--- config.mk ---
export PLATFORM = sky130hd
export DESIGN_NAME = neuron_mac_seq
export DESIGN_NICKNAME = d
export VERILOG_FILES = /design/src/rtl/neuron_mac_seq.sv
export SDC_FILE = /design/constraint.sdc
export NUM_CORES = 1
export LEC_CHECK = 0
export BUFFER_PORTS_ARGS = -buffer_cell sky130_fd_sc_hd__buf_2
export CORE_MARGIN = 2
export CORE_UTILIZATION = 68
export CTS_CLUSTER_SIZE = 12
export DETAILED_ROUTE_END_ITERATION = 12
export PLACE_DENSITY = 0.92
export SETUP_SLACK_MARGIN = 0.02
export SLEW_MARGIN = 15
export SYNTH_ARGS = -nofsm -noshare
export SYNTH_HDL_FRONTEND = slang
export SYNTH_SLANG_ARGS = --single-unit
--- constraint.sdc ---
create_clock -name clk -period 7.85 [get_ports clk]
set_input_delay 1.57 -clock clk [delete_from_list [all_inputs] [get_ports clk]]
set_output_delay 1.57 -clock clk [all_outputs]
set_load 0.01 [all_outputs]
--- src/rtl/neuron_mac_seq.sv ---
// Single-neuron multiply-accumulate sequencer: streams (activation, weight) pairs
// through FixedFloatMult, accumulates with saturation, adds bias, clamps, optional ReLU.
`timescale 1ns/1ps

module FixedFloatMult #(
  parameter int W_INPUT_A = 8,
  parameter int W_INPUT_B = 32,
  parameter int W_OUTPUT  = 32
) (
  input  logic        [W_INPUT_A-1:0] a_i,
  input  logic signed [W_INPUT_B-1:0] b_i,
  output logic signed [W_OUTPUT-1:0]  p_o
);
  localparam int W_P = W_INPUT_A + W_INPUT_B + 1;

  logic signed [W_P-1:0] a_ext;
  logic signed [W_P-1:0] b_ext;
  logic signed [W_P-1:0] full;
  logic signed [W_P-1:0] rnd;
  logic                  unused_bits;

  assign a_ext = $signed({{(W_P-W_INPUT_A){1'b0}}, a_i});
  assign b_ext = $signed({{(W_P-W_INPUT_B){b_i[W_INPUT_B-1]}}, b_i});
  assign full  = a_ext * b_ext;
  // Adding half an LSB then dropping 8 fraction bits rounds to nearest (ties up).
  assign rnd   = full + W_P'(128);
  assign p_o   = rnd[W_OUTPUT+7:8];
  assign unused_bits = ^{rnd[7:0], rnd[W_P-1:W_OUTPUT+8]};
endmodule

module neuron_mac_seq #(
  parameter int W_INPUT_A = 8,
  parameter int W_INPUT_B = 32,
  parameter int W_OUTPUT  = 32,
  parameter int W_ACC     = 40,
  parameter int W_LEN     = 10
) (
  input  logic                 clk,
  input  logic                 rst_n,
  input  logic                 start_i,
  input  logic [W_LEN-1:0]     len_i,
  input  logic [W_OUTPUT-1:0]  bias_i,
  input  logic                 relu_en_i,
  output logic                 busy_o,
  input  logic                 in_valid_i,
  output logic                 in_ready_o,
  input  logic [W_INPUT_A-1:0] a_i,
  input  logic [W_INPUT_B-1:0] b_i,
  output logic                 out_valid_o,
  input  logic                 out_ready_i,
  output logic [W_OUTPUT-1:0]  out_data_o,
  output logic                 sat_o
);
  typedef enum logic [2:0] {IDLE, RUN, DRAIN, FIN, OUT} state_t;

  localparam logic signed [W_ACC-1:0] ACC_MAX = {1'b0, {(W_ACC-1){1'b1}}};
  localparam logic signed [W_ACC-1:0] ACC_MIN = {1'b1, {(W_ACC-1){1'b0}}};
  localparam logic signed [W_ACC:0]   OUT_MAX = {{(W_ACC+2-W_OUTPUT){1'b0}}, {(W_OUTPUT-1){1'b1}}};
  localparam logic signed [W_ACC:0]   OUT_MIN = {{(W_ACC+2-W_OUTPUT){1'b1}}, {(W_OUTPUT-1){1'b0}}};

  state_t                      state_q, state_d;
  logic [W_LEN-1:0]            len_q, len_d;
  logic [W_LEN-1:0]            cnt_q, cnt_d;
  logic [W_OUTPUT-1:0]         bias_q, bias_d;
  logic                        relu_q, relu_d;
  logic signed [W_OUTPUT-1:0]  prod_q, prod_d;
  logic                        prod_vld_q, prod_vld_d;
  logic signed [W_ACC-1:0]     acc_q, acc_d;
  logic                        sticky_q, sticky_d;
  logic                        out_valid_q, out_valid_d;
  logic [W_OUTPUT-1:0]         out_data_q, out_data_d;
  logic                        sat_q, sat_d;

  logic signed [W_OUTPUT-1:0]  prod_w;
  logic signed [W_ACC:0]       acc_sum;
  logic signed [W_ACC:0]       fin_sum;
  logic [W_OUTPUT-1:0]         fin_val;
  logic                        fin_clamp;
  logic                        accept;

  FixedFloatMult #(
    .W_INPUT_A(W_INPUT_A),
    .W_INPUT_B(W_INPUT_B),
    .W_OUTPUT (W_OUTPUT)
  ) u_mult (
    .a_i(a_i),
    .b_i($signed(b_i)),
    .p_o(prod_w)
  );

  assign accept  = (state_q == RUN) && in_valid_i;
  assign acc_sum = $signed({acc_q[W_ACC-1], acc_q})
                 + $signed({{(W_ACC+1-W_OUTPUT){prod_q[W_OUTPUT-1]}}, prod_q});
  assign fin_sum = $signed({acc_q[W_ACC-1], acc_q})
                 + $signed({{(W_ACC+1-W_OUTPUT){bias_q[W_OUTPUT-1]}}, bias_q});

  // Bias add, clamp to result width, then ReLU (so a clamped negative still flags sat).
  always_comb begin
    fin_clamp = 1'b0;
    fin_val   = fin_sum[W_OUTPUT-1:0];
    if (fin_sum > OUT_MAX) begin
      fin_val   = {1'b0, {(W_OUTPUT-1){1'b1}}};
      fin_clamp = 1'b1;
    end else if (fin_sum < OUT_MIN) begin
      fin_val   = {1'b1, {(W_OUTPUT-1){1'b0}}};
      fin_clamp = 1'b1;
    end
    if (relu_q && fin_val[W_OUTPUT-1]) begin
      fin_val = '0;
    end
  end

  always_ff @(posedge clk or negedge rst_n) begin
    if (!rst_n) begin
      state_q <= IDLE;
    end else begin
      state_q <= state_d;
    end
  end

  always_comb begin
    state_d = state_q;
    case (state_q)
      IDLE:    if (start_i) state_d = (len_i != '0) ? RUN : FIN;
      RUN:     if (accept && (cnt_q == len_q - W_LEN'(1))) state_d = DRAIN;
      DRAIN:   state_d = FIN;
      FIN:     state_d = OUT;
      OUT:     if (out_ready_i) state_d = IDLE;
      default: state_d = IDLE;
    endcase
  end

  always_comb begin
    busy_o      = (state_q != IDLE);
    in_ready_o  = (state_q == RUN);
    out_valid_o = out_valid_q;
    out_data_o  = out_data_q;
    sat_o       = sat_q;
  end

  always_comb begin
    len_d       = len_q;
    cnt_d       = cnt_q;
    bias_d      = bias_q;
    relu_d      = relu_q;
    prod_d      = prod_q;
    prod_vld_d  = accept;
    acc_d       = acc_q;
    sticky_d    = sticky_q;
    out_valid_d = out_valid_q;
    out_data_d  = out_data_q;
    sat_d       = sat_q;

    if (state_q == IDLE && start_i) begin
      len_d    = len_i;
      bias_d   = bias_i;
      relu_d   = relu_en_i;
      cnt_d    = '0;
      acc_d    = '0;
      sticky_d = 1'b0;
    end else if (prod_vld_q) begin
      if (acc_sum[W_ACC] != acc_sum[W_ACC-1]) begin
        acc_d    = acc_sum[W_ACC] ? ACC_MIN : ACC_MAX;
        sticky_d = 1'b1;
      end else begin
        acc_d = acc_sum[W_ACC-1:0];
      end
    end

    if (accept) begin
      prod_d = prod_w;
      cnt_d  = cnt_q + W_LEN'(1);
    end

    if (state_q == FIN) begin
      out_data_d  = fin_val;
      sat_d       = sticky_q | fin_clamp;
      sticky_d    = sticky_q | fin_clamp;
      out_valid_d = 1'b1;
    end else if (state_q == OUT && out_ready_i) begin
      out_valid_d = 1'b0;
    end
  end

  always_ff @(posedge clk or negedge rst_n) begin
    if (!rst_n) begin
      len_q       <= '0;
      cnt_q       <= '0;
      bias_q      <= '0;
      relu_q      <= 1'b0;
      prod_q      <= '0;
      prod_vld_q  <= 1'b0;
      acc_q       <= '0;
      sticky_q    <= 1'b0;
      out_valid_q <= 1'b0;
      out_data_q  <= '0;
      sat_q       <= 1'b0;
    end else begin
      len_q       <= len_d;
      cnt_q       <= cnt_d;
      bias_q      <= bias_d;
      relu_q      <= relu_d;
      prod_q      <= prod_d;
      prod_vld_q  <= prod_vld_d;
      acc_q       <= acc_d;
      sticky_q    <= sticky_d;
      out_valid_q <= out_valid_d;
      out_data_q  <= out_data_d;
      sat_q       <= sat_d;
    end
  end
endmodule

==> impl_metrics.env, run 1 <==
export IMPL_ctsHoldBuffers=0
export IMPL_hold_path_class="reg2reg"
export IMPL_ys_flop_type="dfrtp_1"
export IMPL_portBuffers=123
export IMPL_grt_use_total=0.331
export IMPL_synth_area_leaders="dfrtp_1 (21%), fa_1 (21%), ha_1 (12%), nand2_1 (7.5%), and2_1 (4.8%)"
export IMPL_slew_viol_final=0
export IMPL_root_buffer="clkbuf_16"
export IMPL_cts_htree_levels=4
export IMPL_reg2regPathDepth=14
export IMPL_placed_cell_area_um2=20100
export IMPL_hold_end="prod_q[4]"
export IMPL_hpwl_um=37000
export IMPL_crit_chain="buf_2, nand2_1, fa_1, inv_1, fa_1, fa_1, inv_1, fa_1, inv_1, ha_1, ha_1, a21o_1, a21o_1, a221o_1, a21bo_2, a2111oi_0, a21oi_1, a21oi_1, nor2b_1, nor3_1, o31ai_1"
export IMPL_ant_nets=0
export IMPL_synth_edf_count=0
export IMPL_grt_pass1_vias=16400
export IMPL_hold_viol_final=0
export IMPL_final_cells=2658
export IMPL_crit_top_cell="fa_1"
export IMPL_clock_latency_ns=0.45
export IMPL_clock_sinks=164
export IMPL_p_clk_frac=0.109
export IMPL_grt_max_degree=107
export IMPL_dpl_cell_count=2626
export IMPL_switchingPower_mw=4.05
export IMPL_syn_to_final_growth_pct=7.67
export IMPL_design_area_um2=20700
export IMPL_io_pins=124
export IMPL_layout_nets=2741
export IMPL_synth_area_leader_cell="dfrtp_1"
export IMPL_status="finished clean"
export IMPL_wire_per_inst_um=17.7
export IMPL_grt_first_pass_wirelength_um=78300
export IMPL_arrival_ns=7.49
export IMPL_yosysMostFrequentCell="nand2_1"
export IMPL_final_setup_viol_count=0
export IMPL_period_share=0.915
export IMPL_cp_required_ns=8.16
export IMPL_start_kind="primary input"
export IMPL_dr_pass1_iters=5
export IMPL_diodes=0
export IMPL_seq_power_share=0.187
export IMPL_critPathSlowestCell="fa_1"
export IMPL_r2r_start="acc_q[0]"
export IMPL_clk_pin_slew_worst_paths_ns=0.06
export IMPL_min_path_cells=2
export IMPL_drt_iter0_markers=1317
export IMPL_tns_ns=0
export IMPL_fin_crit_ns=7.18
export IMPL_synth_seq_area_share=0.213
export IMPL_multi_input_area_um2=14100
export IMPL_die_w_um=172
export IMPL_synth_cells=2199
export IMPL_remaining_drc_errors=0
export IMPL_ys_top_cells_by_count="nand2_1 (385), fa_1 (198), inv_1 (193)"
export IMPL_synth_cell_types=75
export IMPL_vias=16158
export IMPL_maxClockFrequency_mhz=139
export IMPL_p_int_mw=4.15
export IMPL_cp_end_kind="flip-flop"
export IMPL_grt_ovfl_total=0
export IMPL_power_leakage_nw=10.6
export IMPL_critPathKind="in2reg"
export IMPL_tightest_slew_ns=0.966
export IMPL_regArea_um2=4100
export IMPL_drt_wl_total_um=47000
export IMPL_nFillCells=1972
export IMPL_power_density_nw_per_um2=396
export IMPL_maxCapViolations=0
export IMPL_pre_cts_slack_ns=0.242
export IMPL_antenna_found_initial=0
export IMPL_yosys_warnings=0
export IMPL_place_congestion=0.924
export IMPL_drive_above_1_share=0.0873
export IMPL_synthDominantCellAreaShare=0.213
export IMPL_combPwrFrac=0.704
export IMPL_rows=61
export IMPL_syn_nets=2673
export IMPL_rsz0062_at_grt="no"
export IMPL_rrSetupSlack_ns=3.16
export IMPL_syn_avg_cell_area_um2=8.75
export IMPL_synthArstFlopShare=1.00
export IMPL_die_h_um=172
export IMPL_ys_ff_latch=164
export IMPL_postCtsSetupRepairBufs=0
export IMPL_netlist_area_um2=19200
export IMPL_cp_max_fo=31
export IMPL_min_from="prod_q[4]"
export IMPL_r2r_end="out_data_o[16]"
export IMPL_core_um2=27900
export IMPL_cts_tree="done"
export IMPL_ctsLongestPathBuffers=2
export IMPL_p_sw_frac=0.494
export IMPL_numCtsBuffers=17
export IMPL_whs_ns=0.483
export IMPL_die_area_um2=29700
export IMPL_relSlewSlack=0.356
export IMPL_viasPerCell=6.08
export IMPL_vdd_ir_drop_max_mv=0.193
export IMPL_fin_total_pwr_mw=8.20
export IMPL_start_util=0.691
export IMPL_fin_skew_ns=0.0133
export IMPL_critPathMaxStageDelay_ns=0.59
export IMPL_cts_resized_gates=0
export IMPL_fin_ws_ns=0.667
export IMPL_utilization=0.744
## sequential cells by signal, indices dropped and copies added (netlist names)
name,count
out_data_o,32
sat_o,1
relu_q,1
out_valid_o,1
prod_vld_q,1
acc_q,40
state_q,3
bias_q,32
cnt_q,10
prod_q,32
len_q,10
sticky_q,1
## final cells by class
class / instances / area share
timing repair buffer: 137 / 0.0351
multi-input combinational: 1754 / 0.679
inverter: 193 / 0.0350
sequential: 164 / 0.198
clock buffer: 18 / 0.0207
tap: 378 / 0.0228
clock inverter: 14 / 0.00942
## power by group through the flow
stage	logic (mW)	registers, mW	clock network [mW]
2_1_floorplan	4.38	1.47	0
3_3_place_gp	5.38	1.52	0
3_5_place_dp	5.67	1.53	0
4_1_cts	5.73	1.52	0.896
5_1_grt	6.51	1.57	0.934
6_report	5.78	1.53	0.891
## worst max-delay path, delay by kind of cell
family,cells,cell delay [ns]
adder cells (fa/ha/maj),6,2.81
AO/OA/AOI/OAI,8,2.00
AND/OR/NAND/NOR,3,0.45
buffers and inverters,4,0.66
## routing by layer
metal,vias up,GRT usage,part of all wire
li1,7564,-,-
met1,7772,0.436,0.42
met2,716,0.563,0.48
met3,106,0.0504,0.073
met4,0,0.109,0.026
met5,-,0,0
## logic make-up (layout without fill, tap and decap cells)
| kind of cell | after synthesis | count (layout) | synth area share |
|---|---|---|---|
| buf+inv | 281 | 362 | 0.0569 |
| compound gates | 459 | 459 | 0.155 |
| simple gates | 792 | 792 | 0.194 |
| mux | 2 | 2 | 0.00104 |
| xor+xnor | 115 | 115 | 0.0523 |
| flops | 164 | 164 | 0.213 |
| fa+ha+maj | 386 | 386 | 0.328 |
## worst max path at each step
stage / to / slack (ns) / start
final: prod_q[30] / 0.67 / a_i[0]
after global routing: prod_q[30] / 0.33 / a_i[0]
after CTS: prod_q[27] / 0.70 / a_i[0]
after detailed placement: prod_q[27] / 0.24 / a_i[0]
after global placement: prod_q[27] / 0.56 / a_i[0]
after floorplan: prod_q[27] / 0.94 / a_i[1]
## placed cells by master (no fill, tap or decap), types with 14 or more instances in the layout
master     synthesis  layout
a21o_1            50      50
nand3_1           31      31
buf_2              8     122
ha_1             188     188
nor3_1            18      18
o21bai_1          19      19
xnor2_1           69      68
nor2_1           108     107
o21ai_0          132     132
nand2_1          385     384
xor2_1            46      46
inv_1            193     193
a221o_1           30      30
nand4_1           21      21
a21oi_1          115     115
a31oi_1           17      17
and2_1           147     146
clkbuf_16          0      17
buf_4              2      14
dfrtp_1          164     164
and3_1            15      15
fa_1             198     198
Power figures use the tool's default switching activity.
==> run 2, diff against run 1 <==
==> constraint.sdc (replaced) <==
create_clock -name clk -period 8.29 [get_ports clk]
set_input_delay 1.658 -clock clk [delete_from_list [all_inputs] [get_ports clk]]
set_output_delay 1.658 -clock clk [all_outputs]
set_load 0.01 [all_outputs]
==> run 2 against run 1 <==
Sequential power fell by 5%. Flip-flop and latch count did not move. Register-to-register slack improved by 0.53 ns. Combinational power fell by 4.8%. Wire length fell by 0.47%. Clock power fell by 8.5%. Cell count barely moved. Clock skew barely moved. Critical path depth fell by 1. Worst setup slack improved by 0.42 ns. Critical endpoint is now prod_q[27].
==> impl_metrics.env, run 2 (synthesis gave the netlist of run 1 again) <==
export IMPL_fin_crit_ns=7.20
export IMPL_io_pins=124
export IMPL_rsz0062_at_grt="no"
export IMPL_layout_nets=2740
export IMPL_grt_first_pass_wirelength_um=77900
export IMPL_drive_above_1_share=0.0864
export IMPL_place_congestion=0.919
export IMPL_postCtsSetupRepairBufs=0
export IMPL_clock_sinks=164
export IMPL_utilization=0.743
export IMPL_ant_nets=0
export IMPL_fin_skew_ns=0.0135
export IMPL_relSlewSlack=0.393
export IMPL_hold_viol_final=0
export IMPL_ctsHoldBuffers=0
export IMPL_nFillCells=1961
export IMPL_hold_path_class="reg2reg"
export IMPL_ctsLongestPathBuffers=2
export IMPL_portBuffers=123
export IMPL_top_register="acc_q"
export IMPL_grt_ovfl_total=0
export IMPL_die_w_um=172
export IMPL_cts_resized_gates=0
export IMPL_diodes=0
export IMPL_syn_to_final_growth_pct=7.50
export IMPL_core_um2=27900
export IMPL_r2r_end="out_data_o[6]"
export IMPL_final_setup_viol_count=0
export IMPL_viasPerCell=6.03
export IMPL_clk_pin_slew_worst_paths_ns=0.07
export IMPL_start_kind="primary input"
export IMPL_grt_use_total=0.330
export IMPL_remaining_drc_errors=0
export IMPL_dr_pass1_iters=5
export IMPL_vdd_ir_drop_max_mv=0.183
export IMPL_cts_tree="done"
export IMPL_die_area_um2=29700
export IMPL_maxCapViolations=0
export IMPL_maxClockFrequency_mhz=139
export IMPL_hold_end="prod_q[25]"
export IMPL_cp_max_fo=31
export IMPL_rows=61
export IMPL_grt_max_degree=108
export IMPL_cts_htree_levels=4
export IMPL_vias=16028
export IMPL_min_path_cells=2
export IMPL_die_h_um=172
export IMPL_cp_required_ns=8.66
export IMPL_r2r_start="acc_q[0]"
export IMPL_numCtsBuffers=17
export IMPL_hpwl_um=36900
export IMPL_critPathKind="in2reg"
export IMPL_layout_commonest_cell="nand2_1"
export IMPL_cp_end_kind="flip-flop"
export IMPL_min_from="prod_q[25]"
export IMPL_root_buffer="clkbuf_16"
export IMPL_antenna_found_initial=0
export IMPL_grt_pass1_vias=16240
export IMPL_power_density_nw_per_um2=375
export IMPL_power_leakage_nw=10.5
export IMPL_clock_latency_ns=0.45
export IMPL_start_util=0.691
export IMPL_tightest_slew_ns=0.911
export IMPL_wire_per_inst_um=17.6
export IMPL_largest_reg_flops=40
export IMPL_drt_wl_total_um=46800
export IMPL_drt_iter0_markers=1210
export IMPL_arrival_ns=7.57
export IMPL_tns_ns=0
export IMPL_period_share=0.869
export IMPL_status="finished clean"
export IMPL_slew_viol_final=0
export IMPL_reg2regPathDepth=14
export IMPL_layout_common_cells="nand2_1 (384), fa_1 (198), inv_1 (193)"
export IMPL_rrSetupSlack_ns=3.69
==> run 2: cell count changes in the layout (fill, tap and decap cells not counted), sizes merged <==
cell	change
clkinvlp	+3
clkbuf	+3
clkinv	-5
buf	-1
bufinv	-1
==> run 2: cell type report <==
cell class / instances / area (um^2) / share of cell area
Multi-Input combinational cell: 1754 / 14100 / 0.680
Sequential cell: 164 / 4100 / 0.198
Inverter: 193 / 724 / 0.0350
Timing Repair Buffer: 136 / 719 / 0.0348
Tap cell: 378 / 473 / 0.0229
Clock buffer: 21 / 460 / 0.0223
Clock inverter: 11 / 140 / 0.00677
==> run 2: where the power goes <==
group	internal (mW)	leakage, nW	switching, mW
combinational	2.30	8.19	3.20
clock	0.467	0.285	0.348
sequential	1.15	2.07	0.306
total	3.91	10.5	3.85
==> run 2: metal layers <==
layer  GRT usage  vias to the layer above  wire, um
li1            -                     7557         -
met1       0.435                     7687     19800
met2       0.565                      687     22400
met3      0.0396                       97      3310
met4       0.121                        0      1230
met5           0                        -         0
==> run 2: worst max-delay path, stage by stage <==
cell and delay (ns):
buf_2 0.46, nand2_1 0.19, fa_1 0.58, inv_1 0.06, fa_1 0.49, fa_1 0.57
fa_1 0.42, ha_1 0.30, ha_1 0.34, o21a_1 0.14, o21ai_0 0.13, a2111o_1 0.47
a311o_1 0.39, a31oi_1 0.36, a21oi_1 0.18, o21ai_0 0.28, a21o_1 0.20, a21oi_1 0.09
xor2_1 0.14, o21ai_0 0.14
==> run 2: how the worst max path moves through the flow <==
stage | slack, ns | startpoint | depth (start not counted) | end
detailed placement | 0.71 | a_i[0] | 20 | prod_q[27]
finish | 1.09 | a_i[0] | 20 | prod_q[27]
global placement | 0.90 | a_i[0] | 21 | prod_q[31]
CTS | 1.16 | a_i[0] | 20 | prod_q[27]
global route | 0.81 | a_i[0] | 20 | prod_q[27]
floorplan | 1.29 | a_i[1] | 22 | prod_q[27]
==> run 2: metrics by stage <==
stage                     instance area, um^2  hold slack (ns)  setup slack [ns]  std cells  total power [mW]
after floorplan                         19200            0.445              1.29       2199              5.54
after global placement                  20100            0.464             0.901       2625              6.53
after detailed placement                20100            0.474             0.706       2625              6.84
after CTS                               20700            0.491              1.16       2657              7.73
after global routing                    20700            0.522             0.806       2657              8.54
final                                   20700            0.487              1.09       2657              7.77
